===== config.mk =====
export PLATFORM = sky130hd
export DESIGN_NAME = mc_control_fsm_flat
export DESIGN_NICKNAME = d
export VERILOG_FILES = /design/src/rtl/mc_control_if.sv /design/src/rtl/mc_control_fsm.sv /design/src/flat_wrapper.sv
export SDC_FILE = /design/constraint.sdc
export NUM_CORES = 1
export LEC_CHECK = 0
export ABC_AREA = 1
export ABC_CLOCK_PERIOD_IN_PS = 1000
export BUFFER_PORTS_ARGS = -buffer_cell sky130_fd_sc_hd__buf_2
export CAP_MARGIN = 20
export CORE_UTILIZATION = 37
export CTS_CLUSTER_SIZE = 14
export DETAILED_ROUTE_END_ITERATION = 8
export PLACE_DENSITY = 0.83
export SLEW_MARGIN = 20
export SYNTH_ARGS = -nofsm -noshare
export SYNTH_HDL_FRONTEND = slang
export SYNTH_SLANG_ARGS = --single-unit

===== constraint.sdc =====
create_clock -name clk -period 1 [get_ports clk]
set_input_delay 0 -clock clk [delete_from_list [all_inputs] [get_ports clk]]
set_output_delay 0 -clock clk [all_outputs]
set_load 0.01 [all_outputs]

===== src/rtl/mc_control_if.sv =====
// Control bundle between the multi-cycle control FSM and the RV32I datapath.
// The FSM is the master: it reads opcode, branch condition and memory ready, and drives every strobe.
interface mc_control_if;
  logic [6:0] opcode;
  logic       alu_bcond;
  logic       mem_ready;
  logic       pc_write;
  logic       pc_source;
  logic       ir_write;
  logic       i_or_d;
  logic       mem_read;
  logic       mem_write;
  logic       mem_to_reg;
  logic       reg_write;
  logic       alu_src_a;
  logic [1:0] alu_src_b;
  logic       alu_op_sel;
  logic       inst_done;
  logic       halted;
  logic [2:0] state;

  modport master (
    input  opcode, alu_bcond, mem_ready,
    output pc_write, pc_source, ir_write, i_or_d, mem_read, mem_write,
           mem_to_reg, reg_write, alu_src_a, alu_src_b, alu_op_sel,
           inst_done, halted, state
  );

  modport slave (
    output opcode, alu_bcond, mem_ready,
    input  pc_write, pc_source, ir_write, i_or_d, mem_read, mem_write,
           mem_to_reg, reg_write, alu_src_a, alu_src_b, alu_op_sel,
           inst_done, halted, state
  );
endinterface


===== src/rtl/mc_control_fsm.sv =====
// Multi-cycle RV32I control FSM: sequences IF/ID/EX/BR/MEM/WB/HALT.
// Strobes are decoded combinationally from state and live inputs, so IR/MEM handshakes react in the same cycle.
module mc_control_fsm #(
  parameter bit HALT_ON_ECALL = 1'b1
) (
  input  logic         clk,
  input  logic         reset,
  mc_control_if.master bus
);
  localparam logic [6:0] OP_R      = 7'b0110011;
  localparam logic [6:0] OP_I      = 7'b0010011;
  localparam logic [6:0] OP_LOAD   = 7'b0000011;
  localparam logic [6:0] OP_STORE  = 7'b0100011;
  localparam logic [6:0] OP_BRANCH = 7'b1100011;
  localparam logic [6:0] OP_JAL    = 7'b1101111;
  localparam logic [6:0] OP_JALR   = 7'b1100111;
  localparam logic [6:0] OP_ECALL  = 7'b1110011;

  typedef enum logic [2:0] {
    S_IF   = 3'd0,
    S_ID   = 3'd1,
    S_EX   = 3'd2,
    S_BR   = 3'd3,
    S_MEM  = 3'd4,
    S_WB   = 3'd5,
    S_HALT = 3'd6
  } state_t;

  state_t state_q;
  state_t state_nxt;
  logic   halted_q;

  always_comb begin
    state_nxt          = S_IF;
    bus.pc_write       = 1'b0;
    bus.pc_source      = 1'b0;
    bus.ir_write       = 1'b0;
    bus.i_or_d         = 1'b0;
    bus.mem_read       = 1'b0;
    bus.mem_write      = 1'b0;
    bus.mem_to_reg     = 1'b0;
    bus.reg_write      = 1'b0;
    bus.alu_src_a      = 1'b0;
    bus.alu_src_b      = 2'b00;
    bus.alu_op_sel     = 1'b0;
    bus.inst_done      = 1'b0;
    case (state_q)
      S_IF: begin
        bus.mem_read = 1'b1;
        bus.ir_write = bus.mem_ready;
        state_nxt    = bus.mem_ready ? S_ID : S_IF;
      end
      S_ID: begin
        bus.alu_src_b = 2'b01;
        state_nxt     = (HALT_ON_ECALL && bus.opcode == OP_ECALL) ? S_HALT : S_EX;
      end
      S_EX: begin
        case (bus.opcode)
          OP_R: begin
            bus.alu_src_a  = 1'b1;
            bus.alu_op_sel = 1'b1;
            state_nxt      = S_WB;
          end
          OP_I: begin
            bus.alu_src_a  = 1'b1;
            bus.alu_src_b  = 2'b10;
            bus.alu_op_sel = 1'b1;
            state_nxt      = S_WB;
          end
          OP_LOAD, OP_STORE: begin
            bus.alu_src_a = 1'b1;
            bus.alu_src_b = 2'b10;
            state_nxt     = S_MEM;
          end
          OP_BRANCH: begin
            bus.alu_src_a  = 1'b1;
            bus.alu_op_sel = 1'b1;
            if (bus.alu_bcond) begin
              state_nxt = S_BR;
            end else begin
              // Not taken: ALUOut still holds PC+4 from ID.
              bus.pc_write  = 1'b1;
              bus.pc_source = 1'b1;
              bus.inst_done = 1'b1;
              state_nxt     = S_IF;
            end
          end
          OP_JAL, OP_JALR: begin
            bus.alu_src_a = (bus.opcode == OP_JALR);
            bus.alu_src_b = 2'b10;
            bus.pc_write  = 1'b1;
            bus.reg_write = 1'b1;
            bus.inst_done = 1'b1;
            state_nxt     = S_IF;
          end
          default: state_nxt = S_WB;
        endcase
      end
      S_BR: begin
        bus.alu_src_b = 2'b10;
        bus.pc_write  = 1'b1;
        bus.inst_done = 1'b1;
        state_nxt     = S_IF;
      end
      S_MEM: begin
        bus.i_or_d    = 1'b1;
        bus.mem_read  = (bus.opcode == OP_LOAD);
        bus.mem_write = (bus.opcode == OP_STORE);
        state_nxt     = bus.mem_ready ? S_WB : S_MEM;
      end
      S_WB: begin
        bus.alu_src_b  = 2'b01;
        bus.pc_write   = 1'b1;
        bus.inst_done  = 1'b1;
        bus.reg_write  = (bus.opcode == OP_R) || (bus.opcode == OP_I) || (bus.opcode == OP_LOAD);
        bus.mem_to_reg = (bus.opcode == OP_LOAD);
        state_nxt      = S_IF;
      end
      S_HALT: state_nxt = S_HALT;
      default: state_nxt = S_IF;
    endcase
    // An asserted reset overrides any strobe the current state would drive.
    if (!reset) begin
      bus.pc_write   = 1'b0;
      bus.pc_source  = 1'b0;
      bus.ir_write   = 1'b0;
      bus.i_or_d     = 1'b0;
      bus.mem_read   = 1'b0;
      bus.mem_write  = 1'b0;
      bus.mem_to_reg = 1'b0;
      bus.reg_write  = 1'b0;
      bus.alu_src_a  = 1'b0;
      bus.alu_src_b  = 2'b00;
      bus.alu_op_sel = 1'b0;
      bus.inst_done  = 1'b0;
    end
  end

  always_ff @(posedge clk) begin
    if (!reset) begin
      state_q  <= S_IF;
      halted_q <= 1'b0;
    end else begin
      state_q  <= state_nxt;
      halted_q <= halted_q | (state_nxt == S_HALT);
    end
  end

  assign bus.halted = halted_q & reset;
  assign bus.state  = state_q;
endmodule


===== src/flat_wrapper.sv =====
// flat-port wrapper written by rule: the top's interface ports become plain ports
module mc_control_fsm_flat 
#(
  parameter bit HALT_ON_ECALL = 1'b1
)
  (clk, reset, bus_opcode, bus_alu_bcond, bus_mem_ready, bus_pc_write, bus_pc_source, bus_ir_write, bus_i_or_d, bus_mem_read, bus_mem_write, bus_mem_to_reg, bus_reg_write, bus_alu_src_a, bus_alu_src_b, bus_alu_op_sel, bus_inst_done, bus_halted, bus_state);
  mc_control_if bus_i ();
  input  logic clk;
  input  logic reset;
  input wire logic [$bits(bus_i.opcode)-1:0] bus_opcode;
  input wire logic [$bits(bus_i.alu_bcond)-1:0] bus_alu_bcond;
  input wire logic [$bits(bus_i.mem_ready)-1:0] bus_mem_ready;
  output wire logic [$bits(bus_i.pc_write)-1:0] bus_pc_write;
  output wire logic [$bits(bus_i.pc_source)-1:0] bus_pc_source;
  output wire logic [$bits(bus_i.ir_write)-1:0] bus_ir_write;
  output wire logic [$bits(bus_i.i_or_d)-1:0] bus_i_or_d;
  output wire logic [$bits(bus_i.mem_read)-1:0] bus_mem_read;
  output wire logic [$bits(bus_i.mem_write)-1:0] bus_mem_write;
  output wire logic [$bits(bus_i.mem_to_reg)-1:0] bus_mem_to_reg;
  output wire logic [$bits(bus_i.reg_write)-1:0] bus_reg_write;
  output wire logic [$bits(bus_i.alu_src_a)-1:0] bus_alu_src_a;
  output wire logic [$bits(bus_i.alu_src_b)-1:0] bus_alu_src_b;
  output wire logic [$bits(bus_i.alu_op_sel)-1:0] bus_alu_op_sel;
  output wire logic [$bits(bus_i.inst_done)-1:0] bus_inst_done;
  output wire logic [$bits(bus_i.halted)-1:0] bus_halted;
  output wire logic [$bits(bus_i.state)-1:0] bus_state;
  assign bus_i.opcode = bus_opcode;
  assign bus_i.alu_bcond = bus_alu_bcond;
  assign bus_i.mem_ready = bus_mem_ready;
  assign bus_pc_write = bus_i.pc_write;
  assign bus_pc_source = bus_i.pc_source;
  assign bus_ir_write = bus_i.ir_write;
  assign bus_i_or_d = bus_i.i_or_d;
  assign bus_mem_read = bus_i.mem_read;
  assign bus_mem_write = bus_i.mem_write;
  assign bus_mem_to_reg = bus_i.mem_to_reg;
  assign bus_reg_write = bus_i.reg_write;
  assign bus_alu_src_a = bus_i.alu_src_a;
  assign bus_alu_src_b = bus_i.alu_src_b;
  assign bus_alu_op_sel = bus_i.alu_op_sel;
  assign bus_inst_done = bus_i.inst_done;
  assign bus_halted = bus_i.halted;
  assign bus_state = bus_i.state;
  mc_control_fsm #(.HALT_ON_ECALL(HALT_ON_ECALL)) u_core (.clk(clk), .reset(reset), .bus(bus_i));
endmodule

==> reports/metrics.yaml <==
sta:
  rsz0062_at_grt: "yes"
  hold_violations: 0
  worstMarginPinSlew_ps: 342
  setup_ws_ps: -370
  finalSetupViolations: 16
  fmax_mhz: 730
  finalSetupTns_ps: -3330
  whs_ps: 28.3
  maxSlewViolCount: 0
  finalCritPeriodShare_pct: 137
  final.setup_skew_ps: 2.30
  min_period_ps: 1370
  relSlewSlack_pct: 77.0
floorplan:
  die_y_um: 38.1
  dieWidth_um: 38.1
  initial_utilization_pct: 41.8
  coreArea_mm2: 0.00116
  dieArea_mm2: 0.00145
  boundaryPins: 28
  num_rows: 12
placement:
  port_buffers: 27
  dp_hpwl_um: 1260
  gp_congestion: 0.920
  placed_area_um2: 748
power:
  power.leakage_nw: 0.475
  seqPwrFrac_pct: 27.8
  clockPowerShare_pct: 32.7
  peakVddDrop_v: 0.000683
  sw_frac_of_total_pct: 36.1
  fin_total_pwr_uw: 701
  p_comb_share_pct: 39.5
  power.density_mw_per_mm2: 770
  intPower_uw: 448
  netSwitchingPower_uw: 253
critical_path:
  cp-start-kind: "flop"
  cp.required_ps: 1000
  ff2ff_path_depth: 8
  r2r_setup_slack_ps: -160
  crit_type: "flop to output pin"
  crit_fanout: 7
  critPathArrivalTime_ps: 1370
  end_kind: "output pin"
clocking:
  clkTransAtPathRegs_ps: 40
  clock-sinks: 4
  cts_root_buffer: "clkbuf_4"
  cts_buffers: 3
  htree_levels: 1
  clock_path_buffers: 2
  clock_latency_ps: 240
  tritoncts: "done"
hold_path:
  min_path_type: "input pin to flop"
  whs_path_depth: 3
grt:
  grt.total_usage_pct: 25.8
  grt_max_degree: 9
  grt.overflow.total: 0
  grt_pass1_wl_um: 2590
  antenna_found_initial: 0
  grt_pass1_vias: 626
yosys:
  netlist_top_cells_area: "dfxtp_1 (17%), nand2_1 (16%), nor2_2 (9.1%), nor2_1 (8.5%), a21oi_1 (6.2%)"
  ys_ff_latch: 4
  synth_cell_types: 21
  syn-num-nets: 97
  seq_area_frac_synth_pct: 16.6
  synth_cells: 86
  synth_area_um2: 483
  synth_top_cell_by_area: "dfxtp_1"
  syn-mean-instance-area_um2: 5.62
  ys_warn_count: 0
  netlist.area_leader.share_pct: 16.6
final_layout:
  final_nets: 143
  design_area_um2: 911
  antenna_cells: 0
  drive_gt1_share_pct: 62.6
  fillCellCount: 80
  area_growth_pct: 88.6
drt:
  vias_per_cell: 5.26
  routed_wl_um: 1860
  vias: 762
  wl_per_cell_um: 12.8
  ant_nets: 0
  initialDrtViolationCount: 20
  drtPass1Iterations: 5
  drc: 0
outcome:
  status: "complete, but fails checks"
  violations: "negative setup slack"
flow_run:
  maxCapViolCount: 0
## routing by layer
layer	vias to the layer above	track usage, %	share of wire (%)
li1	368	-	-
met1	351	33.8	40
met2	37	43.2	51
met3	6	5.81	5.7
met4	0	4.46	3.5
met5	-	0	0
## logic make-up (layout without fill, tap and decap cells)
family,count (synthesis),count (layout),share of synthesized area (%)
flops,4,4,16.6
buf+inv,15,60,13.2
simple gates,56,56,57.8
compound gates,11,11,12.4
## Yosys cell counts (all sizes together)
| master | number |
|---|---|
| and2 | 1 |
| nand3 | 6 |
| nor3 | 3 |
| nor2 | 18 |
| a21oi | 6 |
| buf | 2 |
| nand3b | 1 |
| o21ai | 2 |
| or2 | 1 |
| nor4 | 3 |
| o21bai | 1 |
| dfxtp | 4 |
| inv | 13 |
| a31oi | 2 |
| nand2 | 23 |
## critical path, stage by stage, from the launching register on
cell and delay (ps):
dfxtp_4 380, nor3_4 230, and2_4 190, nor2_1 70
o21bai_4 140, buf_6 120
## state kept, by name (all words and copies together), names as in the netlist
| signal | flops |
|---|---|
| u_core.bus.state | 3 |
| u_core.halted_q | 1 |
## path summary, 6_finish.rpt
path | from | endpoint
max | u_core.bus.state[2] | bus_pc_write
min | reset | u_core.bus.state[1]
max reg2reg | u_core.bus.state[2] | u_core.halted_q
min reg2reg | u_core.halted_q | u_core.halted_q
## through the flow
| stage | util, % | setup WS (ps) | cells |
|---|---|---|---|
| final | 78.8 | -370 | 145 |
| after floorplan | - | -175 | 86 |
| after detailed placement | 64.7 | -93.9 | 137 |
| after global placement | 64.7 | -86.5 | 137 |
| after CTS | 75.2 | -282 | 146 |
| after global routing | 78.8 | -405 | 145 |
## power by group through the flow
stage	clock network (mW)	logic, mW	registers, mW
finish	0.229	0.277	0.195
global route	0.239	0.299	0.196
CTS	0.229	0.251	0.192
detailed placement	0	0.221	0.194
global placement	0	0.214	0.194
floorplan	0	0.115	0.191
## cells in the final DEF, fill, tap and decap left out, types with 2 or more instances in the layout
master     n
nor2_4     2
nand3_1    5
buf_4     12
a21oi_2    3
dfxtp_4    3
a21oi_1    3
nor2_1     8
nand2_2    3
nand2_1   18
inv_1      6
inv_2      6
nor2_2     8
buf_6      8
a31oi_1    2
clkbuf_4   3
nand2_4    2
buf_2     23
o21ai_1    2
nor4_2     2
## what timing repair did
action                                  4_1_cts  5_1_grt
hold buffers                                  0        0
pin swaps                                     6        3
endpoints found under the setup margin       14       18
setup buffers                                 5        0
gates resized for setup                      16       12
## cell type report
| type | instances | area (µm²) | share of cell area, % |
|---|---|---|---|
| Multi-Input combinational cell | 67 | 429 | 47.1 |
| Timing Repair Buffer | 43 | 295 | 32.4 |
| Sequential cell | 4 | 91.3 | 10.0 |
| Inverter | 13 | 51.3 | 5.63 |
| Clock buffer | 4 | 26.3 | 2.88 |
| Tap cell | 14 | 17.5 | 1.92 |
Power figures use the tool's default switching activity.
